File: config.mk
export PLATFORM = sky130hd
export DESIGN_NAME = channel_tx
export DESIGN_NICKNAME = d
export VERILOG_FILES = /design/src/rtl/channel_tx.sv
export SDC_FILE = /design/constraint.sdc
export NUM_CORES = 1
export LEC_CHECK = 0
export CAP_MARGIN = 5
export CORE_MARGIN = 2
export CORE_UTILIZATION = 40
export DETAILED_ROUTE_END_ITERATION = 16
export PLACE_DENSITY = 0.51
export SYNTH_ARGS = -nofsm -noshare
export SYNTH_HDL_FRONTEND = slang
export SYNTH_SLANG_ARGS = --single-unit
File: constraint.sdc
create_clock -name clock -period 6.4 [get_ports clock]
set_input_delay 0.96 -clock clock [delete_from_list [all_inputs] [get_ports clock]]
set_output_delay 0.96 -clock clock [all_outputs]
set_load 0.05 [all_outputs]
File: src/rtl/channel_tx.sv
// channel_tx: store-and-forward YAPP packet transmitter for one 8-bit router output channel.
// Optional build macro CHANNEL_TX_PARITY_CHK_EN adds write-side parity checking (parity_err).
module channel_tx #(
  parameter int DEPTH = 128
) (
  input  logic       clock,
  input  logic       reset,
  input  logic [7:0] in_data,
  input  logic       in_wr,
  output logic       in_full,
  output logic [7:0] data,
  output logic       data_vld,
  input  logic       suspend,
  output logic [6:0] pkt_pending,
  output logic       overflow,
  output logic       parity_err,
  output logic [1:0] dbg_wr_state,
  output logic [1:0] dbg_rd_state
);

  localparam int AW = $clog2(DEPTH);

  // Handshake: a byte is accepted at the edge where in_wr=1 and in_full=0; a channel
  // byte is consumed at the edge where data_vld=1 and suspend=0, otherwise it holds.

  typedef enum logic [1:0] {
    W_HDR = 2'd0,
    W_PAY = 2'd1,
    W_PAR = 2'd2
  } wr_state_e;

  typedef enum logic [1:0] {
    R_IDLE = 2'd0,
    R_SEND = 2'd1,
    R_GAP  = 2'd2
  } rd_state_e;

  wr_state_e   wr_state_q, wr_state_d;
  rd_state_e   rd_state_q, rd_state_d;
  logic [AW:0] wr_ptr_q, wr_ptr_d;
  logic [AW:0] rd_ptr_q, rd_ptr_d;
  logic [5:0]  pay_cnt_q, pay_cnt_d;
  logic [6:0]  byte_cnt_q, byte_cnt_d;
  logic [7:0]  data_q, data_d;
  logic        vld_q, vld_d;
  logic        full_q, full_d;
  logic [6:0]  pend_q, pend_d;
  logic        ovf_q, ovf_d;

  logic [7:0]  mem [DEPTH];
  logic [7:0]  rd_byte;
  logic        push;
  logic        pop;
  logic        start;
  logic        pkt_done;
  logic        can_start;
  logic        last_byte;

  assign push      = in_wr & ~full_q;
  assign pkt_done  = push & (wr_state_q == W_PAR);
  assign rd_byte   = mem[rd_ptr_q[AW-1:0]];
  assign can_start = (pend_q != 7'd0) & ~suspend;
  assign last_byte = (byte_cnt_q == 7'd0);

  // ---------------- byte storage ----------------
  always_ff @(posedge clock) begin
    if (push) begin
      mem[wr_ptr_q[AW-1:0]] <= in_data;
    end
  end

  // ---------------- write-side parser ----------------
  always_comb begin
    wr_state_d = wr_state_q;
    pay_cnt_d  = pay_cnt_q;
    if (push) begin
      case (wr_state_q)
        W_HDR: begin
          pay_cnt_d  = in_data[7:2];
          wr_state_d = (in_data[7:2] == 6'd0) ? W_PAR : W_PAY;
        end
        W_PAY: begin
          pay_cnt_d = pay_cnt_q - 6'd1;
          if (pay_cnt_q == 6'd1) begin
            wr_state_d = W_PAR;
          end
        end
        W_PAR:   wr_state_d = W_HDR;
        default: wr_state_d = W_HDR;
      endcase
    end
  end

  // ---------------- read-side FSM: next state ----------------
  // GAP doubles as the launch point for a waiting packet, so consecutive
  // bursts are separated by exactly one idle cycle.
  always_comb begin
    rd_state_d = rd_state_q;
    case (rd_state_q)
      R_IDLE: if (can_start) rd_state_d = R_SEND;
      R_SEND: if (!suspend && last_byte) rd_state_d = R_GAP;
      R_GAP:  rd_state_d = can_start ? R_SEND : R_IDLE;
      default: rd_state_d = R_IDLE;
    endcase
  end

  // ---------------- read-side FSM: outputs ----------------
  always_comb begin
    pop        = 1'b0;
    start      = 1'b0;
    data_d     = data_q;
    vld_d      = vld_q;
    byte_cnt_d = byte_cnt_q;
    case (rd_state_q)
      R_IDLE, R_GAP: begin
        if (can_start) begin
          pop        = 1'b1;
          start      = 1'b1;
          data_d     = rd_byte;
          vld_d      = 1'b1;
          byte_cnt_d = {1'b0, rd_byte[7:2]} + 7'd1;
        end else begin
          vld_d = 1'b0;
        end
      end
      R_SEND: begin
        if (!suspend) begin
          if (last_byte) begin
            vld_d = 1'b0;
          end else begin
            pop        = 1'b1;
            data_d     = rd_byte;
            byte_cnt_d = byte_cnt_q - 7'd1;
          end
        end
      end
      default: vld_d = 1'b0;
    endcase
  end

  // ---------------- pointers, occupancy and status ----------------
  always_comb begin
    wr_ptr_d = wr_ptr_q + {{AW{1'b0}}, push};
    rd_ptr_d = rd_ptr_q + {{AW{1'b0}}, pop};
    full_d   = (wr_ptr_d[AW] != rd_ptr_d[AW]) &&
               (wr_ptr_d[AW-1:0] == rd_ptr_d[AW-1:0]);
    ovf_d    = ovf_q | (in_wr & full_q);
    case ({pkt_done, start})
      2'b10:   pend_d = pend_q + 7'd1;
      2'b01:   pend_d = pend_q - 7'd1;
      default: pend_d = pend_q;
    endcase
  end

  always_ff @(posedge clock or posedge reset) begin
    if (reset) begin
      wr_state_q <= W_HDR;
      rd_state_q <= R_IDLE;
      wr_ptr_q   <= '0;
      rd_ptr_q   <= '0;
      pay_cnt_q  <= '0;
      byte_cnt_q <= '0;
      data_q     <= '0;
      vld_q      <= 1'b0;
      full_q     <= 1'b0;
      pend_q     <= '0;
      ovf_q      <= 1'b0;
    end else begin
      wr_state_q <= wr_state_d;
      rd_state_q <= rd_state_d;
      wr_ptr_q   <= wr_ptr_d;
      rd_ptr_q   <= rd_ptr_d;
      pay_cnt_q  <= pay_cnt_d;
      byte_cnt_q <= byte_cnt_d;
      data_q     <= data_d;
      vld_q      <= vld_d;
      full_q     <= full_d;
      pend_q     <= pend_d;
      ovf_q      <= ovf_d;
    end
  end

`ifdef CHANNEL_TX_PARITY_CHK_EN
  logic [7:0] acc_q, acc_d;
  logic       perr_q, perr_d;

  always_comb begin
    acc_d  = acc_q;
    perr_d = perr_q;
    if (push) begin
      case (wr_state_q)
        W_HDR:   acc_d = in_data;
        W_PAY:   acc_d = acc_q ^ in_data;
        W_PAR:   if (in_data != acc_q) perr_d = 1'b1;
        default: acc_d = acc_q;
      endcase
    end
  end

  always_ff @(posedge clock or posedge reset) begin
    if (reset) begin
      acc_q  <= '0;
      perr_q <= 1'b0;
    end else begin
      acc_q  <= acc_d;
      perr_q <= perr_d;
    end
  end

  assign parity_err = perr_q;
`else
  assign parity_err = 1'b0;
`endif

  assign in_full      = full_q;
  assign data         = data_q;
  assign data_vld     = vld_q;
  assign pkt_pending  = pend_q;
  assign overflow     = ovf_q;
  assign dbg_wr_state = wr_state_q;
  assign dbg_rd_state = rd_state_q;

  // A pop only ever targets stored bytes; a suspended byte stays on the channel.
  a_no_pop_empty: assert property (@(posedge clock) disable iff (reset)
    pop |-> (rd_ptr_q != wr_ptr_q));
  a_suspend_hold: assert property (@(posedge clock) disable iff (reset)
    (rd_state_q == R_SEND && suspend) |=> (vld_q && $stable(data_q)));

endmodule

==> key figures <==
Finish
  – Diodes inserted: 0
  – Fraction of layout cells with a size suffix above 1: 21.5%
  – Final #Nets: 2,237
  – Layout area overhead: 12.7%
  – Core Util, Final: 45.5%

Place
  – Pre-CTS setup slack: 2.08 ns
  – Placed wire-length estimate: 67,600 um
  – Final Wtd Congestion: 0.830
  – Buffers on Ports: 33

Synth
  – Number of synthesized flops with an enable pin: 1,024
  – Synth warn: 0
  – Compound-Gate Fraction of Synth Area: 2.83%
  – Commonest cells in the netlist: 1,024 x edfxtp_1, 233 x mux4_2, 169 x nor2_1, 96 x mux2i_1, 72 x nand2_1
  – Most common flop cell mapped by yosys: edfxtp_1
  – Async SR Flop Fraction: 4.74%
  – Top cells by area, synth: edfxtp_1 72%, mux4_2 12%, dfrtp_1 3.0%, mux2i_1 2.3%, nor2_1 1.5%
  – Mux cell area share after synthesis: 15.5%
  – Number of synthesized register bits: 1,075
  – Mapped Cells: 2,128
  – Syn nets: 2,156
  – Cell taking the most area after synthesis: edfxtp_1
  – Most common cell in the synthesized netlist: edfxtp_1
  – Post-synthesis cell type count: 59
  – Adder-cell area share of the yosys netlist: 0.487%
  – Post-synthesis xor/xnor area fraction: 0.657%
  – Post-synthesis area per instance: 20.0 um2
  – Simple-Gate Fraction of Synth Area: 3.52%
  – Largest family of logic cells by synthesized area: multiplexers
  – Seq/Total Area, Yosys: 75.1%
  – Share of the synthesized area in the top cell type: 72.1%
  – Synthesized area: 42,600 um2

Pwr
  – Maximum vdd ir drop: 240 uV
  – PD cells: 443 nW/um2
  – Lkg Pwr: 15.3 nW

Setup path
  – CP Capture Point: byte_cnt_q[4]
  – Crit Path Category: reg -> reg
  – RR Startpoint: rd_ptr_q[0]
  – CP startpoint kind: flip-flop
  – Worst setup path start: rd_ptr_q[0]
  – FF-to-FF End: byte_cnt_q[4]
  – CP arrival: 4.83 ns
  – Worst r2r path cells: 10
  – Setup slack, reg-to-reg: 2.12 ns
  – WP data required: 6.95 ns
  – Crit path max fanout: 35
  – CP endpoint kind: flip-flop

STA
  – Fin crit share: 66.8%
  – RSZ-0062 raised after global routing: false
  – Worst rel slew slack: 19.1%
  – Maximum clock frequency: 234 MHz
  – Final Max Tran Viols: 0
  – TNS Setup: 0 ns
  – Setup ws final: 2.12 ns
  – Hold Vio Cnt, Final: 0
  – Slew @ Worst Pin: 1.21 ns
  – Clock period minus worst slack: 4.28 ns
  – Final setup violation count: 0
  – Final Skew: 0.0259 ns
  – Worst hold slack: 0.456 ns

Floorplanning
  – Row Count: 119
  – Die area: 109,000 um2
  – Width of the die: 330 um
  – Top Ports: 35
  – Starting Density: 40.4%
  – CORE AREA: 106,000 um2
  – Die Ht: 330 um

Clock tree
  – Clock slew at reported path FFs: 0.06 ns
  – Clock latency on the worst-skew pair: 0.69 ns
  – H-Tree Depth: 3
  – TritonCTS Buffers: 110
  – CTS Root Cell: clkbuf_16
  – Hold_buf cts: 0
  – Post-cts resize count: 0
  – Post-CTS setup buffer count: 0
  – Clk buf depth: 3
  – CTS Sinks: 1,075
  – CTS tree: built

Global routing
  – Total track usage: 20.3%
  – Total grt overflow: 0
  – Initial antenna violation count: 4
  – Largest net degree at the start of global routing: 81
  – Vias in the first global route: 21,200
  – First-pass GRT wire length: 157,000 um

Routing
  – Wirelength per Cell: 29.7 um
  – Vias per inst: 5.70
  – Total Routed Length: 109,000 um
  – Initial DRT Pass Iterations: 5
  – Post-route antenna net violation count: 0
  – Initial drt markers: 2,013
  – DR vias: 21,000
  – Drt drc: 0

Worst hold path
  – Hold/Removal Path Class: reg -> reg

Status
  – Status: finished, final reports clean

Flow run
  – Max-Cap Viols: 0
[worst min path at each step]
stage / from / endpoint / slack [ns] / cells after the start
after global placement: overflow / overflow / 0.44 / 1
after floorplan: wr_ptr_q[7] / wr_ptr_q[7] / 0.45 / 1
after CTS: overflow / overflow / 0.46 / 1
after detailed placement: overflow / overflow / 0.44 / 1
final: overflow / overflow / 0.46 / 1
after global routing: overflow / overflow / 0.48 / 1
[logic make-up (layout without fill, tap and decap cells)]
family | count (synthesis) | in the layout
AND/OR/NAND/NOR | 340 | 340
multiplexers | 354 | 354
XOR/XNOR | 32 | 32
adder cells (fa/ha/maj) | 16 | 16
AO/OA/AOI/OAI | 171 | 171
other | 1 | 1
flip-flops | 1075 | 1075
buffers and inverters | 139 | 307
[per-layer routing]
metal	global-route usage, %	vias up	share of wire, %
met2	31.2	711	46
met3	3.89	176	6.7
li1	-	8881	-
met5	0	-	0
met1	29.4	11200	44
met4	6.44	0	2.9
[worst max-delay path, stage by stage, from the launching register on]
cell,delay [ns]
dfrtp_4,0.85
buf_4,0.67
mux4_1,0.64
mux4_2,0.48
or4_1,0.42
o211a_1,0.20
and2_1,0.20
ha_1,0.21
nand3_1,0.10
xor2_1,0.17
o221ai_1,0.13
[report_power, final]
part	switching (mW)	internal [mW]
logic	3.99	2.63
clock network	2.65	3.68
registers	0.359	7.98
[sequential cells by signal, indices dropped and copies added (netlist names)]
signal,count
dbg_rd_state,2
byte_cnt_q,7
pay_cnt_q,6
data_vld,1
wr_ptr_q,8
pkt_pending,7
data,8
in_full,1
mem,1024
dbg_wr_state,2
overflow,1
rd_ptr_q,8
[stage by stage]
step	power, mW	cell area, um2	std cells
floorplan	12.7	42600	2128
global placement	15.1	44500	3488
detailed placement	15.2	44500	3488
CTS	21.5	48000	3687
global route	22.1	48000	3687
finish	21.3	48000	3687
[area by class of cell]
cell class,instances,area [um2]
Sequential cell,1075,32000
Tap cell,1391,1740
Multi-Input combinational cell,914,9840
Inverter,19,72.6
Clock inverter,67,588
Fill cell,8828,57500
Clock buffer,132,2970
Timing Repair Buffer,89,793
[cells in the final DEF, fill, tap and decap left out, types with 6 or more instances in the layout]
master	n
edfxtp_1	1024
mux4_2	233
nor2_1	169
clkbuf_16	114
mux2i_1	96
nand2_1	71
buf_4	59
dfrtp_1	47
a21oi_1	38
o21ai_0	33
o221ai_1	31
nand3_1	28
clkinv_2	26
clkinv_1	25
clkdlybuf4s50_1	25
xnor2_1	17
inv_1	16
mux2_2	16
xor2_1	15
ha_1	15
a221o_1	14
nor2b_1	13
a221oi_1	13
clkbuf_1	13
nor3_1	10
nand4_1	10
bufinv_16	10
mux4_1	9
nand3b_1	6
o22ai_1	6
a211o_1	6
(Power assumes the default switching activity.)
